$ cat src/rtl/mux4_scan_sequencer.sv
// Scan sequencer driving a 4:1 mux: latches a word, steps s with a dwell, reassembles y.
// Optional loopback comparator enabled by defining LOOPBACK_CHECK_EN.
module mux4_scan_sequencer #(
    parameter int DWELL = 2
) (
    input  logic       clk,
    input  logic       rst,
    input  logic       in_valid,
    output logic       in_ready,
    input  logic [3:0] in_data,
    input  logic       abort,
    output logic [3:0] w,
    output logic [1:0] s,
    input  logic       y,
    output logic       busy,
    output logic       out_valid,
    input  logic       out_ready,
    output logic [3:0] out_data,
    output logic       mismatch
);

    localparam int CW = (DWELL > 1) ? $clog2(DWELL) : 1;
    localparam logic [CW-1:0] LAST = CW'(DWELL - 1);

    typedef enum logic [1:0] {
        IDLE = 2'd0,
        SCAN = 2'd1,
        DONE = 2'd2
    } state_t;

    state_t        state_q, state_d;
    logic [3:0]    w_q, w_d;
    logic [1:0]    s_q, s_d;
    logic [CW-1:0] cnt_q, cnt_d;
    logic [3:0]    cap_q, cap_d;
    logic          mis_q, mis_d;

    always_ff @(posedge clk) begin
        if (rst) begin
            state_q <= IDLE;
            w_q     <= '0;
            s_q     <= '0;
            cnt_q   <= '0;
            cap_q   <= '0;
            mis_q   <= 1'b0;
        end else begin
            state_q <= state_d;
            w_q     <= w_d;
            s_q     <= s_d;
            cnt_q   <= cnt_d;
            cap_q   <= cap_d;
            mis_q   <= mis_d;
        end
    end

    always_comb begin
        state_d = state_q;
        w_d     = w_q;
        s_d     = s_q;
        cnt_d   = cnt_q;
        cap_d   = cap_q;
        mis_d   = mis_q;
        unique case (state_q)
            IDLE: begin
                if (in_valid) begin
                    w_d     = in_data;
                    s_d     = '0;
                    cnt_d   = '0;
                    cap_d   = '0;
                    state_d = SCAN;
                end
            end
            SCAN: begin
                if (abort) begin
                    state_d = IDLE;
                    s_d     = '0;
                    cnt_d   = '0;
                    cap_d   = '0;
                end else if (cnt_q == LAST) begin
                    cnt_d      = '0;
                    cap_d[s_q] = y;
                    if (s_q == 2'd3) begin
                        state_d = DONE;
`ifdef LOOPBACK_CHECK_EN
                        mis_d = ({y, cap_q[2:0]} != w_q);
`endif
                    end else begin
                        s_d = s_q + 2'd1;
                    end
                end else begin
                    cnt_d = cnt_q + CW'(1);
                end
            end
            DONE: begin
                // abort and accept lead to the same end state
                if (abort || out_ready) begin
                    state_d = IDLE;
                    s_d     = '0;
                    cap_d   = '0;
                    mis_d   = 1'b0;
                end
            end
            default: begin
                state_d = IDLE;
                s_d     = '0;
                cnt_d   = '0;
                cap_d   = '0;
                mis_d   = 1'b0;
            end
        endcase
    end

    assign in_ready  = (state_q == IDLE);
    assign busy      = (state_q == SCAN);
    assign out_valid = (state_q == DONE);
    assign out_data  = cap_q;
    assign w         = w_q;
    assign s         = s_q;

`ifdef LOOPBACK_CHECK_EN
    assign mismatch = mis_q;
`else
    assign mismatch = 1'b0;
    logic unused_mis;
    assign unused_mis = mis_q;
`endif

endmodule

$ cat config.mk
export PLATFORM = sky130hd
export DESIGN_NAME = mux4_scan_sequencer
export DESIGN_NICKNAME = d
export VERILOG_FILES = /design/src/rtl/mux4_scan_sequencer.sv
export SDC_FILE = /design/constraint.sdc
export NUM_CORES = 1
export LEC_CHECK = 0
export BUFFER_PORTS_ARGS = -buffer_cell sky130_fd_sc_hd__buf_2
export CELL_PAD_IN_SITES_DETAIL_PLACEMENT = 2
export CELL_PAD_IN_SITES_GLOBAL_PLACEMENT = 2
export CORE_UTILIZATION = 26
export DETAILED_ROUTE_END_ITERATION = 10
export PLACE_DENSITY = 0.74
export SKIP_LAST_GASP = 1
export SYNTH_ARGS = -nofsm -noshare
export SYNTH_HDL_FRONTEND = slang
export SYNTH_SLANG_ARGS = --single-unit
export TNS_END_PERCENT = 10
$ cat constraint.sdc
create_clock -name clk -period 1.3 [get_ports clk]
set_input_delay 0.13 -clock clk [delete_from_list [all_inputs] [get_ports clk]]
set_output_delay 0.13 -clock clk [all_outputs]
set_load 0.05 [all_outputs]
==> results of run 1 <==
==> cell families (layout without fill, tap and decap cells) <==
group | after synthesis | in the layout | synth area share [%]
and+or+nand+nor | 36 | 36 | 32.5
DFF | 13 | 13 | 34.0
AOI/OAI and AO/OA | 12 | 12 | 12.7
buffers and inverters | 10 | 43 | 8.50
adders and majority gates | 4 | 4 | 6.54
muxes | 4 | 4 | 5.23
other | 1 | 1 | 0.490
==> worst paths after layout <==
kind | from | to | slack [ns] | depth (start not counted)
worst min-delay path | in_data[1] | w[1] | 0.08 | 3
worst max-delay path | state_q[0] | out_valid | 0.01 | 3
worst min register to register | out_data[3] | out_data[3] | 0.50 | 2
worst max register to register | state_q[0] | out_data[2] | 0.03 | 4
==> flip-flops by register name, indices dropped and copies added, names as in the netlist <==
name,count
cnt_q,1
out_data,4
s,2
state_q,2
w,4
==> worst register-to-register path, delay by kind of cell (launching register included) <==
| family | cells | cell delay, ns |
|---|---|---|
| buf+inv | 1 | 0.16 |
| simple gates | 2 | 0.26 |
| compound gates | 1 | 0.37 |
| flops | 1 | 0.38 |
==> area by class of cell <==
type                    instances  area [sq um]  share of cell area (%)
multi-input cells              57           452                    43.4
clock buffers                   4          26.3                    2.52
repair buffers                 34           235                    22.6
well taps                      31          38.8                    3.73
inverters                       5          18.8                    1.80
flip-flops and latches         13           270                    26.0
==> layer usage <==
metal  vias to the layer above  part of all wire, %
met2                        18                   52
met3                         4                  3.3
met1                       359                   43
met5                         -                    0
met4                         0                  2.0
li1                        357                    -
==> Yosys cell counts <==
cell type,number,area [sq um]
nor3_2,1,10.0
buf_2,1,5.00
nand3_1,8,40.0
nand4b_1,3,26.3
ha_1,4,50.1
mux2i_1,4,40.0
and2b_2,1,8.76
and3b_1,1,8.76
or3_4,1,11.3
a2111oi_0,1,8.76
o31ai_1,1,7.51
dfxtp_1,13,260
o21ai_0,2,10.0
inv_1,5,18.8
nor4b_4,2,47.6
nor2_1,8,30.0
a32o_2,1,11.3
buf_4,1,7.51
conb_1,1,3.75
a31oi_1,2,12.5
nor4_1,1,6.26
nand4_1,1,6.26
nand2b_1,1,6.26
buf_6,3,33.8
nor3b_2,1,12.5
o41ai_2,1,16.3
o311ai_0,3,26.3
nand2_1,5,18.8
or3b_1,1,8.76
nor3b_1,1,7.51
a21oi_1,1,5.00
==> per-stage QoR <==
stage / setup TNS [ns] / area, sq um
3_3_place_gp: 0 / 956
2_1_floorplan: -0.181 / 771
3_5_place_dp: -0.277 / 956
6_report: 0 / 1040
4_1_cts: -0.0306 / 1030
5_1_grt: -0.223 / 1040
==> repair_timing <==
action,4_1_cts,5_1_grt
setup buffers,1,0
pin swaps,1,3
endpoints found under the setup margin,10,11
gates resized for setup,12,2
cloned,0,0
==> power by group through the flow <==
stage,clock [uW],combinational [uW],sequential [uW]
finish,264,218,420
global route,296,232,422
CTS,274,218,420
detailed placement,0,195,432
global placement,0,189,430
floorplan,0,107,456
==> impl_metrics.env, run 1 <==
export IMPL_outcome="finished, final reports clean"
export IMPL_synth_area_per_cell_sq_um=9.57
export IMPL_die_area_sq_um=3170
export IMPL_cts_tree="yes"
export IMPL_grt_remaining_overflow=0
export IMPL_cp_max_fo=5
export IMPL_max_freq_mhz=777
export IMPL_yosysSeqAreaShare_pct=34.0
export IMPL_combPwrFrac_pct=24.2
export IMPL_die_height_um=56.3
export IMPL_yosys_warnings=0
export IMPL_required_ns=1.17
export IMPL_pin_count=24
export IMPL_fin_crit_ns=1.29
export IMPL_whs_ns=0.0824
export IMPL_clock_power_share_pct=29.3
export IMPL_p_sw_uw=286
export IMPL_routabilityCongestion=0.748
export IMPL_ys_types=31
export IMPL_rows=19
export IMPL_fin_util_pct=37.4
export IMPL_grt_pass1_wl_um=3930
export IMPL_diodes=0
export IMPL_skew_ns=0.00132
export IMPL_grt_busiest_layer="met2"
export IMPL_netSwitchingFraction_pct=31.7
export IMPL_final_nets=128
export IMPL_hp_class="in2reg"
export IMPL_drt_pass1_iter_count=4
export IMPL_crit_arrival_ns=1.16
export IMPL_place_inst=139
export IMPL_cts_buffer_depth=2
export IMPL_layout_common_cells="19 x buf_2, 10 x buf_4, 9 x dfxtp_1, 8 x nand3_1, 6 x nor2_1"
export IMPL_grt_use_met3_pct=2.30
export IMPL_hold_viol_final=0
export IMPL_die_x_um=56.3
export IMPL_grt_use_met1_pct=20.0
export IMPL_cp_buffers_inverters=2
export IMPL_fin_cells=144
export IMPL_grt_max_degree=12
export IMPL_post_route_period_util_pct=99.0
export IMPL_fin_ws_ns=0.0129
export IMPL_synth_nets=94
export IMPL_antenna_found_initial=0
export IMPL_clock_latency_ns=0.28
export IMPL_mostFrequentLayoutCell="buf_2"
export IMPL_crit_chain="buf_6 -> and2b_2 -> buf_6"
export IMPL_endpoint_kind="primary output"
export IMPL_cellPowerDensity_nw_per_um2=867
export IMPL_synth_seq_cells=13
export IMPL_max_cap_viol_count=0
export IMPL_ir_drop_mv=0.519
export IMPL_use_met2_pct=28.2
export IMPL_power_uw=902
export IMPL_path_delay_family="flip-flops"
export IMPL_cts_buffers=3
export IMPL_cts_root_buf="clkbuf_4"
export IMPL_slew_violations=0
export IMPL_path_common_cell="buf_6"
export IMPL_htreeDepth=1
export IMPL_p_leak_uw=0.000475
export IMPL_clkTransAtPathRegs_ns=0.08
export IMPL_p_seq_share_pct=46.5
export IMPL_start_kind="flip-flop"
export IMPL_path_class="reg2out"
export IMPL_dp_hpwl_um=1770
export IMPL_num_fill_cells=310
export IMPL_rsz0062_at_grt="yes"
export IMPL_routed_via_density=5.13
export IMPL_io_buffers=22
export IMPL_drtAntennaViolNets=0
export IMPL_dp_slack_ns=-0.110
export IMPL_post_drt_wl_per_cell_um=16.0
export IMPL_layout_drive_gt1_share_pct=46.0
export IMPL_syn2layout_area_growth_pct=35.9
export IMPL_first_global_vias=812
export IMPL_drtIter0Drc=10
export IMPL_drc=0
export IMPL_cp_slowest_cell="dfxtp_4"
export IMPL_setup_viol_count_final=0
export IMPL_start_util_pct=27.5
export IMPL_synth_area_sq_um=766
export IMPL_vias=738
export IMPL_p_int_uw=616
export IMPL_clock_sinks=13
export IMPL_core_area_sq_um=2780
export IMPL_syn_inst=80
export IMPL_max_stage_delay_ns=0.39
export IMPL_drt_total_wl_um=2300
export IMPL_ctsHoldBuffers=0
export IMPL_grt_usage_pct=16.4
(Power assumes the default switching activity.)
==> inputs of run 2 (changes only) <==
Settings changed: CORE_ASPECT_RATIO from default to 1.75.
==> run 2 against run 1 <==
The run now ends with negative setup slack left. Cell count is 3.5% lower. Total power up 9.9%. Via count increased by 2.8%. Combinational power fell by 10%. Worst setup slack worse by 0.046 ns. Sequential cell count unchanged. Count of clock-buffer cells in the layout is 1 lower. Largest cell class unchanged. Largest power group unchanged.
==> impl_metrics.env, run 2 (synthesized netlist as in run 1, its figures left out) <==
export IMPL_outcome="finished with violations"
export IMPL_violations="negative setup slack"
export IMPL_final_nets=127
export IMPL_r2r_end="s[1]"
export IMPL_drtAntennaViolNets=0
export IMPL_cp_max_fo=8
export IMPL_grt_remaining_overflow=0
export IMPL_first_global_vias=802
export IMPL_cts_tree="yes"
export IMPL_io_buffers=22
export IMPL_fin_ws_ns=-0.0333
export IMPL_die_height_um=73.8
export IMPL_max_cap_viol_count=0
export IMPL_fin_area_sq_um=1010
export IMPL_grt_max_degree=12
export IMPL_htreeDepth=1
export IMPL_crit_arrival_ns=1.52
export IMPL_cellPowerDensity_nw_per_um2=979
export IMPL_place_inst=135
export IMPL_drt_pass1_iter_count=4
export IMPL_worst_path_stages=3
export IMPL_routabilityCongestion=0.822
export IMPL_drc=0
export IMPL_start_util_pct=27.8
export IMPL_cp_slowest_cell="nor4b_4"
export IMPL_layout_common_cells="21 x buf_2, 11 x buf_4, 9 x dfxtp_1, 8 x nand3_1, 7 x nor2_1"
export IMPL_endpoint_kind="flip-flop"
export IMPL_fin_crit_ns=1.33
export IMPL_cts_root_buf="clkbuf_8"
export IMPL_rsz0062_at_grt="yes"
export IMPL_post_route_period_util_pct=103
export IMPL_r2r_slack_ns=-0.03
export IMPL_grt_usage_pct=15.9
export IMPL_path_delay_family="simple AND/OR/NAND/NOR gates"
export IMPL_cp_startpoint="state_q[0]"
export IMPL_layout_drive_gt1_share_pct=44.6
export IMPL_setup_viol_count_final=5
export IMPL_r2r_cells=3
export IMPL_core_area_sq_um=2750
export IMPL_max_stage_delay_ns=0.51
export IMPL_path_class="reg2reg"
export IMPL_r2r_start="state_q[0]"
export IMPL_slew_violations=0
export IMPL_slew_headroom_pct=65.6
export IMPL_drtIter0Drc=22
export IMPL_cts_buffers=3
export IMPL_pin_count=24
export IMPL_start_kind="flip-flop"
export IMPL_worstHoldStart="in_data[1]"
export IMPL_clkTransAtPathRegs_ns=0.06
export IMPL_vias=759
export IMPL_hold_viol_final=0
export IMPL_max_freq_mhz=750
export IMPL_hp_class="in2reg"
export IMPL_die_x_um=43.0
export IMPL_antenna_found_initial=0
export IMPL_drt_total_wl_um=2240
export IMPL_cts_buffer_depth=2
export IMPL_dp_hpwl_um=1820
export IMPL_grt_pass1_wl_um=3770
export IMPL_crit_path_end="s[1]"
export IMPL_clock_latency_ns=0.25
export IMPL_fin_tns_setup_ns=-0.0755
export IMPL_mostFrequentLayoutCell="buf_2"
export IMPL_post_drt_wl_per_cell_um=16.1
export IMPL_crit_chain="nor4b_4 -> or3_4 -> a32o_2"
export IMPL_num_fill_cells=326
export IMPL_required_ns=1.49
export IMPL_syn2layout_area_growth_pct=32.2
export IMPL_cp_buffers_inverters=0
export IMPL_p_leak_uw=0.000472
export IMPL_skew_ns=0.00389
export IMPL_ctsHoldBuffers=0
export IMPL_rows=25
export IMPL_routed_via_density=5.46
export IMPL_diodes=0
export IMPL_fin_cells=139
export IMPL_die_area_sq_um=3170
export IMPL_placed_area_sq_um=951
export IMPL_clock_sinks=13
export IMPL_ir_drop_mv=0.549
export IMPL_worstMarginPinSlew_ns=0.514
## run 2: layout make-up
class	instances	area [sq um]	share of cell area, %
Timing Repair Buffer	33	199	19.7
Inverter	5	18.8	1.85
Sequential cell	13	270	26.7
Clock buffer	3	41.3	4.08
Clock inverter	1	5.00	0.494
Multi-Input combinational cell	57	444	43.9
Tap cell	27	33.8	3.34
## run 2: power by group
| part | internal [uW] | switching, uW |
|---|---|---|
| registers | 409 | 12.2 |
| logic | 72.5 | 124 |
| clock network | 212 | 162 |
| total | 694 | 298 |
## run 2: what timing repair did
action                     4_1_cts  5_1_grt
resized for setup                4        4
pin swaps                        0        2
setup endpoints to repair       10       10
buffers inserted                 0        0
## run 2: through the flow
| stage | utilization, % | total power [uW] | worst slack [ns] | hold WS, ns |
|---|---|---|---|---|
| CTS | 36.4 | 1000 | -0.0502 | 0.125 |
| global placement | 34.5 | 619 | -0.128 | 0.364 |
| floorplan | - | 563 | -0.116 | 0.277 |
| finish | 36.8 | 991 | -0.0333 | 0.120 |
| detailed placement | 34.5 | 625 | -0.151 | 0.378 |
| global route | 36.8 | 1030 | -0.0750 | 0.133 |
## run 2: tightest hold or removal path: cells and delay by family
kind          cells  cell delay [ns]
mux               1             0.05
simple gates      1             0.07
buf+inv           1             0.07
## run 2: how the worst min path moves through the flow
stage,slack [ns],to,cells after the start
floorplan,0.28,w[0],2
global placement,0.36,w[0],3
detailed placement,0.38,w[1],3
CTS,0.12,w[0],3
global route,0.13,w[3],3
finish,0.12,w[1],3
## run 2: metal layers
layer / GRT usage [%] / share of wire (%)
met1: 16.3 / 38
met2: 30.1 / 57
met4: 7.74 / 1.8
met5: 0 / 0
met3: 2.46 / 3.3
